## src/rtl/pipe_ctrl_pkg.sv

```systemverilog
// -----------------------------------------------------------------------------
// pipe_ctrl_pkg
// Shared definitions for the pipeline stall/flush controller:
//   - register-index and memory-response-code widths
//   - memory response codes (OK / WAIT / ERR)
//   - controller state encodings (HOLD / RUN / MEM_WAIT / FAULT)
//   - helper that classifies a raw response code
// -----------------------------------------------------------------------------
package pipe_ctrl_pkg;

    localparam int REG_IDX_W  = 5;
    localparam int MEM_CODE_W = 2;
    localparam int PC_STATE_W = 2;

    // Memory response codes. Encoding 2'd3 is unused and is treated as WAIT.
    localparam logic [MEM_CODE_W-1:0] MEM_CODE_OK   = 2'd0;
    localparam logic [MEM_CODE_W-1:0] MEM_CODE_WAIT = 2'd1;
    localparam logic [MEM_CODE_W-1:0] MEM_CODE_ERR  = 2'd2;

    typedef enum logic [PC_STATE_W-1:0] {
        PC_HOLD     = 2'd0,
        PC_RUN      = 2'd1,
        PC_MEM_WAIT = 2'd2,
        PC_FAULT    = 2'd3
    } pc_state_e;

    typedef enum logic [1:0] {
        MEM_CLS_OK,
        MEM_CLS_WAIT,
        MEM_CLS_ERR
    } mem_cls_e;

    // Any code that is neither OK nor ERR behaves as WAIT, so a garbled
    // response stalls (and eventually times out) rather than releasing.
    function automatic mem_cls_e mem_classify(input logic [MEM_CODE_W-1:0] code);
        mem_cls_e cls;
        case (code)
            MEM_CODE_OK:  cls = MEM_CLS_OK;
            MEM_CODE_ERR: cls = MEM_CLS_ERR;
            default:      cls = MEM_CLS_WAIT;
        endcase
        return cls;
    endfunction

endpackage

```

## src/rtl/pipe_ctrl_if.sv

```systemverilog
// -----------------------------------------------------------------------------
// pipe_ctrl_if
// Bundle between the pipeline stages and the stall/flush controller.
//   Hazard inputs : i_id_rs1, i_id_rs2, i_id_rs_used, i_ex_dest_reg,
//                   i_ex_is_load, i_branch, i_mem_req, i_mem_res_code
//   Control out   : o_stall[N_STAGES], o_clr[N_STAGES], o_fault, o_state
// Modports:
//   master - pipeline side: drives hazard info, receives stall/clr
//   slave  - controller side: receives hazard info, drives stall/clr
// -----------------------------------------------------------------------------
interface pipe_ctrl_if #(
    parameter int N_STAGES = 5
);
    import pipe_ctrl_pkg::*;

    logic [REG_IDX_W-1:0]  i_id_rs1;
    logic [REG_IDX_W-1:0]  i_id_rs2;
    logic [1:0]            i_id_rs_used;
    logic [REG_IDX_W-1:0]  i_ex_dest_reg;
    logic                  i_ex_is_load;
    logic                  i_branch;
    logic                  i_mem_req;
    logic [MEM_CODE_W-1:0] i_mem_res_code;
    logic [N_STAGES-1:0]   o_stall;
    logic [N_STAGES-1:0]   o_clr;
    logic                  o_fault;
    logic [PC_STATE_W-1:0] o_state;

    modport master (
        output i_id_rs1, i_id_rs2, i_id_rs_used, i_ex_dest_reg,
               i_ex_is_load, i_branch, i_mem_req, i_mem_res_code,
        input  o_stall, o_clr, o_fault, o_state
    );

    modport slave (
        input  i_id_rs1, i_id_rs2, i_id_rs_used, i_ex_dest_reg,
               i_ex_is_load, i_branch, i_mem_req, i_mem_res_code,
        output o_stall, o_clr, o_fault, o_state
    );

endinterface

```

## src/rtl/pipe_ctrl_hazard_detect.sv

```systemverilog
// -----------------------------------------------------------------------------
// hazard_detect
// Combinational load-use compare. Flags a hazard when the instruction in EX
// is a load writing a non-zero register that the ID instruction reads.
// Ports:
//   i_id_rs1, i_id_rs2 : source registers of the ID instruction
//   i_id_rs_used       : bit0 = rs1 read, bit1 = rs2 read
//   i_ex_dest_reg      : destination register of the EX instruction
//   i_ex_is_load       : EX instruction is a load
//   o_hazard           : load-use interlock required this cycle
// -----------------------------------------------------------------------------
module hazard_detect
    import pipe_ctrl_pkg::*;
(
    input  logic [REG_IDX_W-1:0] i_id_rs1,
    input  logic [REG_IDX_W-1:0] i_id_rs2,
    input  logic [1:0]           i_id_rs_used,
    input  logic [REG_IDX_W-1:0] i_ex_dest_reg,
    input  logic                 i_ex_is_load,
    output logic                 o_hazard
);

    logic dest_live;
    logic rs1_hit;
    logic rs2_hit;

    // x0 is hardwired to zero, so a load targeting it never creates a dependency.
    assign dest_live = i_ex_is_load && (i_ex_dest_reg != '0);
    assign rs1_hit   = i_id_rs_used[0] && (i_id_rs1 == i_ex_dest_reg);
    assign rs2_hit   = i_id_rs_used[1] && (i_id_rs2 == i_ex_dest_reg);
    assign o_hazard  = dest_live && (rs1_hit || rs2_hit);

endmodule

```

## src/rtl/pipe_ctrl.sv

```systemverilog
// -----------------------------------------------------------------------------
// pipe_ctrl
// Central stall/flush controller for an N-stage in-order pipeline.
// Handles reset hold-off, load-use interlock, taken-branch flush and
// memory-wait stalls, with a watchdog on memory waits that parks the
// controller in a sticky FAULT state.
// Outputs are Mealy: they depend on the registered state and the current
// inputs, and take effect at the next clk edge.
// Ports:
//   clk      : clock
//   aresetn  : asynchronous active-low reset
//   i_resetn : synchronous active-low soft reset
//   bus      : pipe_ctrl_if.slave (hazard inputs, stall/clr/fault/state outputs)
// -----------------------------------------------------------------------------
module pipe_ctrl
    import pipe_ctrl_pkg::*;
#(
    parameter int N_STAGES    = 5,
    parameter int EX_IDX      = 2,
    parameter int ME_IDX      = 3,   // EX_IDX < ME_IDX < N_STAGES-1
    parameter int RST_HOLD    = 2,   // >= 1
    parameter int MEM_TIMEOUT = 16   // >= 1
) (
    input  logic        clk,
    input  logic        aresetn,
    input  logic        i_resetn,
    pipe_ctrl_if.slave  bus
);

    localparam int HOLD_W = $clog2(RST_HOLD + 1);
    localparam int TMR_W  = $clog2(MEM_TIMEOUT + 1);
    localparam logic [HOLD_W-1:0] HOLD_RELOAD = HOLD_W'(RST_HOLD - 1);
    localparam logic [TMR_W-1:0]  TMR_RELOAD  = TMR_W'(MEM_TIMEOUT - 1);

    pc_state_e           state_q, state_d;
    logic [HOLD_W-1:0]   hold_cnt_q, hold_cnt_d;
    logic [TMR_W-1:0]    timer_q, timer_d;

    logic [N_STAGES-1:0] stall;
    logic [N_STAGES-1:0] clr;
    logic                load_use;
    mem_cls_e            mem_cls;

    // Per-action stage masks.
    logic [N_STAGES-1:0] wait_stall_mask;  // freeze FE..ME while memory is busy
    logic [N_STAGES-1:0] wait_clr_mask;    // bubble into the stage after ME
    logic [N_STAGES-1:0] br_clr_mask;      // flush stages between FE and EX
    logic [N_STAGES-1:0] lu_stall_mask;    // freeze FE..ID for one cycle
    logic [N_STAGES-1:0] lu_clr_mask;      // bubble into EX

    for (genvar gi = 0; gi < N_STAGES; gi++) begin : g_mask
        assign wait_stall_mask[gi] = (gi <= ME_IDX);
        assign wait_clr_mask[gi]   = (gi == ME_IDX + 1);
        // FE redirects itself on a taken branch, so stage 0 is left alone.
        assign br_clr_mask[gi]     = (gi >= 1) && (gi < EX_IDX);
        assign lu_stall_mask[gi]   = (gi < EX_IDX);
        assign lu_clr_mask[gi]     = (gi == EX_IDX);
    end

    hazard_detect u_hazard_detect (
        .i_id_rs1      (bus.i_id_rs1),
        .i_id_rs2      (bus.i_id_rs2),
        .i_id_rs_used  (bus.i_id_rs_used),
        .i_ex_dest_reg (bus.i_ex_dest_reg),
        .i_ex_is_load  (bus.i_ex_is_load),
        .o_hazard      (load_use)
    );

    assign mem_cls = mem_classify(bus.i_mem_res_code);

    always_comb begin
        state_d    = state_q;
        hold_cnt_d = hold_cnt_q;
        timer_d    = timer_q;
        stall      = '0;
        clr        = '0;

        if (!i_resetn) begin
            state_d    = PC_HOLD;
            hold_cnt_d = HOLD_RELOAD;
            timer_d    = '0;
            clr        = '1;
        end else begin
            case (state_q)
                PC_HOLD: begin
                    // Hazard inputs are meaningless while the pipe is being flushed.
                    clr = '1;
                    if (hold_cnt_q == '0) begin
                        state_d = PC_RUN;
                    end else begin
                        hold_cnt_d = hold_cnt_q - HOLD_W'(1);
                    end
                end

                PC_RUN: begin
                    if (bus.i_mem_req && (mem_cls == MEM_CLS_ERR)) begin
                        // Freeze everything on the way into FAULT.
                        state_d = PC_FAULT;
                        stall   = '1;
                    end else if (bus.i_mem_req && (mem_cls == MEM_CLS_WAIT)) begin
                        stall   = wait_stall_mask;
                        clr     = wait_clr_mask;
                        state_d = PC_MEM_WAIT;
                        timer_d = TMR_RELOAD;
                    end else if (bus.i_branch) begin
                        // Also covers a simultaneous load-use: the dependent
                        // instruction is flushed, so no stall is needed.
                        clr = br_clr_mask;
                    end else if (load_use) begin
                        stall = lu_stall_mask;
                        clr   = lu_clr_mask;
                    end
                end

                PC_MEM_WAIT: begin
                    // EX is frozen here; branch/load-use re-present after release.
                    if (!bus.i_mem_req || (mem_cls == MEM_CLS_OK)) begin
                        state_d = PC_RUN;
                        timer_d = '0;
                    end else if ((mem_cls == MEM_CLS_ERR) || (timer_q == '0)) begin
                        state_d = PC_FAULT;
                        stall   = '1;
                    end else begin
                        stall   = wait_stall_mask;
                        clr     = wait_clr_mask;
                        timer_d = timer_q - TMR_W'(1);
                    end
                end

                PC_FAULT: begin
                    stall = '1;
                end

                default: begin
                    state_d = PC_HOLD;
                    clr     = '1;
                end
            endcase
        end
    end

    always_ff @(posedge clk or negedge aresetn) begin
        if (!aresetn) begin
            state_q    <= PC_HOLD;
            hold_cnt_q <= HOLD_RELOAD;
            timer_q    <= '0;
        end else begin
            state_q    <= state_d;
            hold_cnt_q <= hold_cnt_d;
            timer_q    <= timer_d;
        end
    end

    assign bus.o_stall = stall;
    assign bus.o_clr   = clr;
    assign bus.o_fault = (state_q == PC_FAULT);
    assign bus.o_state = state_q;

endmodule

```

## src/flat_wrapper.sv

```systemverilog
// flat-port wrapper written by rule: the top's interface ports become plain ports
module pipe_ctrl_flat import pipe_ctrl_pkg::*;
#(
    parameter int N_STAGES    = 5,
    parameter int EX_IDX      = 2,
    parameter int ME_IDX      = 3,                                  
    parameter int RST_HOLD    = 2,          
    parameter int MEM_TIMEOUT = 16          
)
  (clk, aresetn, i_resetn, bus_i_id_rs1, bus_i_id_rs2, bus_i_id_rs_used, bus_i_ex_dest_reg, bus_i_ex_is_load, bus_i_branch, bus_i_mem_req, bus_i_mem_res_code, bus_o_stall, bus_o_clr, bus_o_fault, bus_o_state);
  pipe_ctrl_if #(.N_STAGES(N_STAGES)) bus_i ();
  input  logic clk;
  input  logic aresetn;
  input  logic i_resetn;
  input wire logic [$bits(bus_i.i_id_rs1)-1:0] bus_i_id_rs1;
  input wire logic [$bits(bus_i.i_id_rs2)-1:0] bus_i_id_rs2;
  input wire logic [$bits(bus_i.i_id_rs_used)-1:0] bus_i_id_rs_used;
  input wire logic [$bits(bus_i.i_ex_dest_reg)-1:0] bus_i_ex_dest_reg;
  input wire logic [$bits(bus_i.i_ex_is_load)-1:0] bus_i_ex_is_load;
  input wire logic [$bits(bus_i.i_branch)-1:0] bus_i_branch;
  input wire logic [$bits(bus_i.i_mem_req)-1:0] bus_i_mem_req;
  input wire logic [$bits(bus_i.i_mem_res_code)-1:0] bus_i_mem_res_code;
  output wire logic [$bits(bus_i.o_stall)-1:0] bus_o_stall;
  output wire logic [$bits(bus_i.o_clr)-1:0] bus_o_clr;
  output wire logic [$bits(bus_i.o_fault)-1:0] bus_o_fault;
  output wire logic [$bits(bus_i.o_state)-1:0] bus_o_state;
  assign bus_i.i_id_rs1 = bus_i_id_rs1;
  assign bus_i.i_id_rs2 = bus_i_id_rs2;
  assign bus_i.i_id_rs_used = bus_i_id_rs_used;
  assign bus_i.i_ex_dest_reg = bus_i_ex_dest_reg;
  assign bus_i.i_ex_is_load = bus_i_ex_is_load;
  assign bus_i.i_branch = bus_i_branch;
  assign bus_i.i_mem_req = bus_i_mem_req;
  assign bus_i.i_mem_res_code = bus_i_mem_res_code;
  assign bus_o_stall = bus_i.o_stall;
  assign bus_o_clr = bus_i.o_clr;
  assign bus_o_fault = bus_i.o_fault;
  assign bus_o_state = bus_i.o_state;
  pipe_ctrl #(.N_STAGES(N_STAGES), .EX_IDX(EX_IDX), .ME_IDX(ME_IDX), .RST_HOLD(RST_HOLD), .MEM_TIMEOUT(MEM_TIMEOUT)) u_core (.clk(clk), .aresetn(aresetn), .i_resetn(i_resetn), .bus(bus_i));
endmodule
```

## config.mk

```make
export PLATFORM = sky130hd
export DESIGN_NAME = pipe_ctrl_flat
export DESIGN_NICKNAME = d
export VERILOG_FILES = /design/src/rtl/pipe_ctrl_pkg.sv /design/src/rtl/pipe_ctrl_if.sv /design/src/rtl/pipe_ctrl_hazard_detect.sv /design/src/rtl/pipe_ctrl.sv /design/src/flat_wrapper.sv
export SDC_FILE = /design/constraint.sdc
export NUM_CORES = 1
export LEC_CHECK = 0
export BUFFER_PORTS_ARGS = -buffer_cell sky130_fd_sc_hd__buf_2
export CORE_UTILIZATION = 48
export DETAILED_ROUTE_END_ITERATION = 16
export PLACE_DENSITY = 0.79
export SLEW_MARGIN = 40
export SYNTH_ARGS = -nofsm -noshare
export SYNTH_HDL_FRONTEND = slang
export SYNTH_SLANG_ARGS = --single-unit
```

## constraint.sdc

```tcl
create_clock -name clk -period 1.9 [get_ports clk]
set_input_delay 0.19 -clock clk [delete_from_list [all_inputs] [get_ports clk]]
set_output_delay 0.19 -clock clk [all_outputs]
set_load 0.02 [all_outputs]
```

==> flow_metrics.env <==
export IMPL_syn_avg_cell_area_um2=8.19
export IMPL_via_per_inst=5.76
export IMPL_synthesis_nets=152
export IMPL_yosysUniqueCellTypes=40
export IMPL_grt_first_pass_wirelength_um=4330
export IMPL_relSlewSlack_pct=77.2
export IMPL_tightestPinTransition_ns=0.343
export IMPL_clock_skew_final_ns=0.00411
export IMPL_synth_top_cell_area_share_pct=20.5
export IMPL_switching_power_uw=714
export IMPL_synth_top_flop_cell="dfrtp_1"
export IMPL_overall_die_height_um=47.1
export IMPL_postSynthRegisterBits=9
export IMPL_timing_hold_worst_endpoint="u_core.hold_cnt_q[0]"
export IMPL_clockRootBuffer="clkbuf_4"
export IMPL_cts_tree="yes"
export IMPL_final_min_period_over_clock_period_pct=109
export IMPL_worst_hold_stages=2
export IMPL_final_nets=201
export IMPL_num_rows=15
export IMPL_setup_violations=2
export IMPL_total_routing_usage_reported_by_global_routing_pct=27.9
export IMPL_tritoncts_num_buffers=3
export IMPL_power_clock_fraction_pct=9.0
export IMPL_remaining_drc_errors=0
export IMPL_cp_max_fo=3
export IMPL_timing_reg2reg_worst_path_depth=7
export IMPL_total_power_uw=1600
export IMPL_power_per_cell_area_mw_per_mm2=1150
export IMPL_final_layout_size_suffix_gt1_share_pct=44.3
export IMPL_cap_viol_max_count=0
export IMPL_critical_path_endpoint_type="output pin"
export IMPL_avgRoutedWirePerCell_um=15.2
export IMPL_synth_yosys_warnings=0
export IMPL_cts_sink_count=9
export IMPL_asyncSetResetFlopFracSynth_pct=100
export IMPL_final_util_pct=75.9
export IMPL_hpwlAfterDp_um=2100
export IMPL_synthesis_area_um2=975
export IMPL_final_antenna_net_count=0
export IMPL_final_setup_worst_slack_ns=-0.172
export IMPL_timing_reg2reg_setup_slack_ns=0.10
export IMPL_die_w_um=47.1
export IMPL_diodes=0
export IMPL_grt_start_max_net_pins=12
export IMPL_place_congestion=0.866
export IMPL_initial_standard_cell_utilization_of_the_core_pct=53.5
export IMPL_failed_checks="negative setup slack"
export IMPL_reg2reg_to="u_core.timer_q[4]"
export IMPL_die_area_mm2=0.00221
export IMPL_synth_largest_area_cell="dfrtp_1"
export IMPL_initial_antenna_violation_count=0
export IMPL_worst_endpoint_arrival_ns=1.88
export IMPL_globalRoute_totalOverflow=0
export IMPL_vdd_ir_drop_worst_mv=0.750
export IMPL_edff_count_synth=0
export IMPL_ys_seq_area_share_pct=23.2
export IMPL_path_category_of_the_worst_min_delay_check="input pin to flop"
export IMPL_syn2layout_area_growth_pct=41.8
export IMPL_vias=1105
export IMPL_maxSlewViolCount=0
export IMPL_synth_top_cells_by_count="o21ai_0, inv_1, dfrtp_1, ha_1, xor2_1"
export IMPL_finalWorstPathRequiredPeriod_ns=2.07
export IMPL_boundaryPins=38
export IMPL_yosys_cell_count_top_type="o21ai_0"
export IMPL_hold_violations=0
export IMPL_cts_max_level=1
export IMPL_status="complete, but fails checks"
export IMPL_hp_start="i_resetn"
export IMPL_clkTransAtPathRegs_ns=0.06
export IMPL_switching_share_pct=44.7
export IMPL_criticalPathCategory="flop to output pin"
export IMPL_cts_buffer_depth=2
export IMPL_rsz0062_at_grt="yes"
export IMPL_core_area_mm2=0.00182
export IMPL_worst_skew_pair_later_pin_latency_ns=0.26
export IMPL_cp_required_ns=1.71
export IMPL_max_freq_mhz=483
export IMPL_detail_route_first_pass_iterations=4
export IMPL_drt_total_wl_um=2920
export IMPL_comb_power_share_pct=70.0
export IMPL_pwr_share_seq_pct=21.0
export IMPL_first_global_vias=999
export IMPL_synth_top_cells_by_area="dfrtp_1, ha_1, xor2_1"
export IMPL_place_port_buffers=37
export IMPL_power_leakage_uw=0.000645
export IMPL_r2r_start="u_core.bus.o_state[1]"
export IMPL_critPathLaunchType="flop"
export IMPL_initial_drt_markers=28
export IMPL_p_int_uw=882
export IMPL_postSynthCellCount=119
[registers in the layout (all words and copies together), names as in the netlist]
name / cells
u_core.hold_cnt_q: 2
u_core.bus.o_state: 2
u_core.timer_q: 5
[through the flow]
stage	cells	cell area (um2)	setup WS, ns	setup TNS (ns)	hold slack, ns
floorplan	119	992	0.0156	0	-0.106
global placement	180	1210	0.0461	0	0.0492
detailed placement	180	1210	-0.0232	-0.0232	0.0512
CTS	188	1290	-0.151	-0.262	0.203
global route	192	1380	-0.241	-0.549	0.200
finish	192	1380	-0.172	-0.312	0.207
[cell families (layout without fill, tap and decap cells)]
logic type      Yosys count  in the layout  synth area share, %
mux                       3              3                 3.08
fa+ha+maj                 8              8                 10.3
simple gates             36             36                 21.3
buf+inv                  16             64                 7.44
compound gates           36             36                 24.8
flops                     9              9                 23.2
xor+xnor                 11             11                 9.89
[worst max-delay path, cell delays in order, from the launching register on]
cell,delay [ns]
dfrtp_1,0.41
inv_2,0.10
ha_4,0.13
or4b_4,0.47
a21o_1,0.18
a31oi_1,0.12
a21oi_1,0.06
buf_4,0.16
[cell usage in the layout, fill, tap and decap left out, types with 3 or more instances in the layout]
cell type  netlist  layout
buf_4            3      14
xor2_1           8       8
a21oi_1          7       7
a311oi_1         3       3
nand2_1          5       5
inv_1            9       4
ha_1             8       4
nor2_1           7       6
ha_4             0       3
nand2b_1         3       3
dfrtp_1          8       6
clkbuf_4         0       3
inv_2            0       5
mux2i_1          3       3
a31oi_1          3       3
nand3_1          4       4
buf_2            0      33
o21ai_0         10      10
xnor2_1          3       3
[routing by layer]
layer	vias to the layer above	wire length [um]	global-route usage, %
met1	528	1190	31.8
met2	45	1530	50.6
met4	0	61	9.71
li1	524	-	-
met3	8	133	6.54
met5	-	0	0
[how the worst max path moves through the flow]
stage / from / slack [ns] / to / cells past startpoint
CTS: u_core.timer_q[1] / -0.15 / bus_o_clr[4] / 7
floorplan: u_core.bus.o_state[0] / 0.02 / bus_o_stall[1] / 8
global placement: u_core.timer_q[0] / 0.05 / bus_o_clr[4] / 7
detailed placement: u_core.timer_q[0] / -0.02 / bus_o_clr[4] / 7
finish: u_core.timer_q[1] / -0.17 / bus_o_clr[4] / 7
global route: u_core.timer_q[1] / -0.24 / bus_o_clr[4] / 7
[power groups by stage]
stage	registers (uW)	logic (uW)	clock network, uW
after floorplan	334	616	0
after global placement	314	872	0
after detailed placement	325	898	0
after CTS	324	988	151
after global routing	339	1220	164
final	336	1120	143
[timing repair]
item,CTS,global route
setup buffers,3,4
resized for setup,8,13
hold buffers,1,0
setup endpoints to repair,4,7
hold endpoints to repair,9,0
pin swaps,3,2
[cell type report]
| type | instances | area, um2 |
|---|---|---|
| well taps | 25 | 31.3 |
| inverters | 9 | 33.8 |
| clock buffers | 4 | 26.3 |
| repair buffers | 51 | 323 |
| flip-flops and latches | 9 | 229 |
| fillers | 144 | 438 |
| multi-input cells | 94 | 739 |
Note: power is estimated with default switching activity, not from simulation.
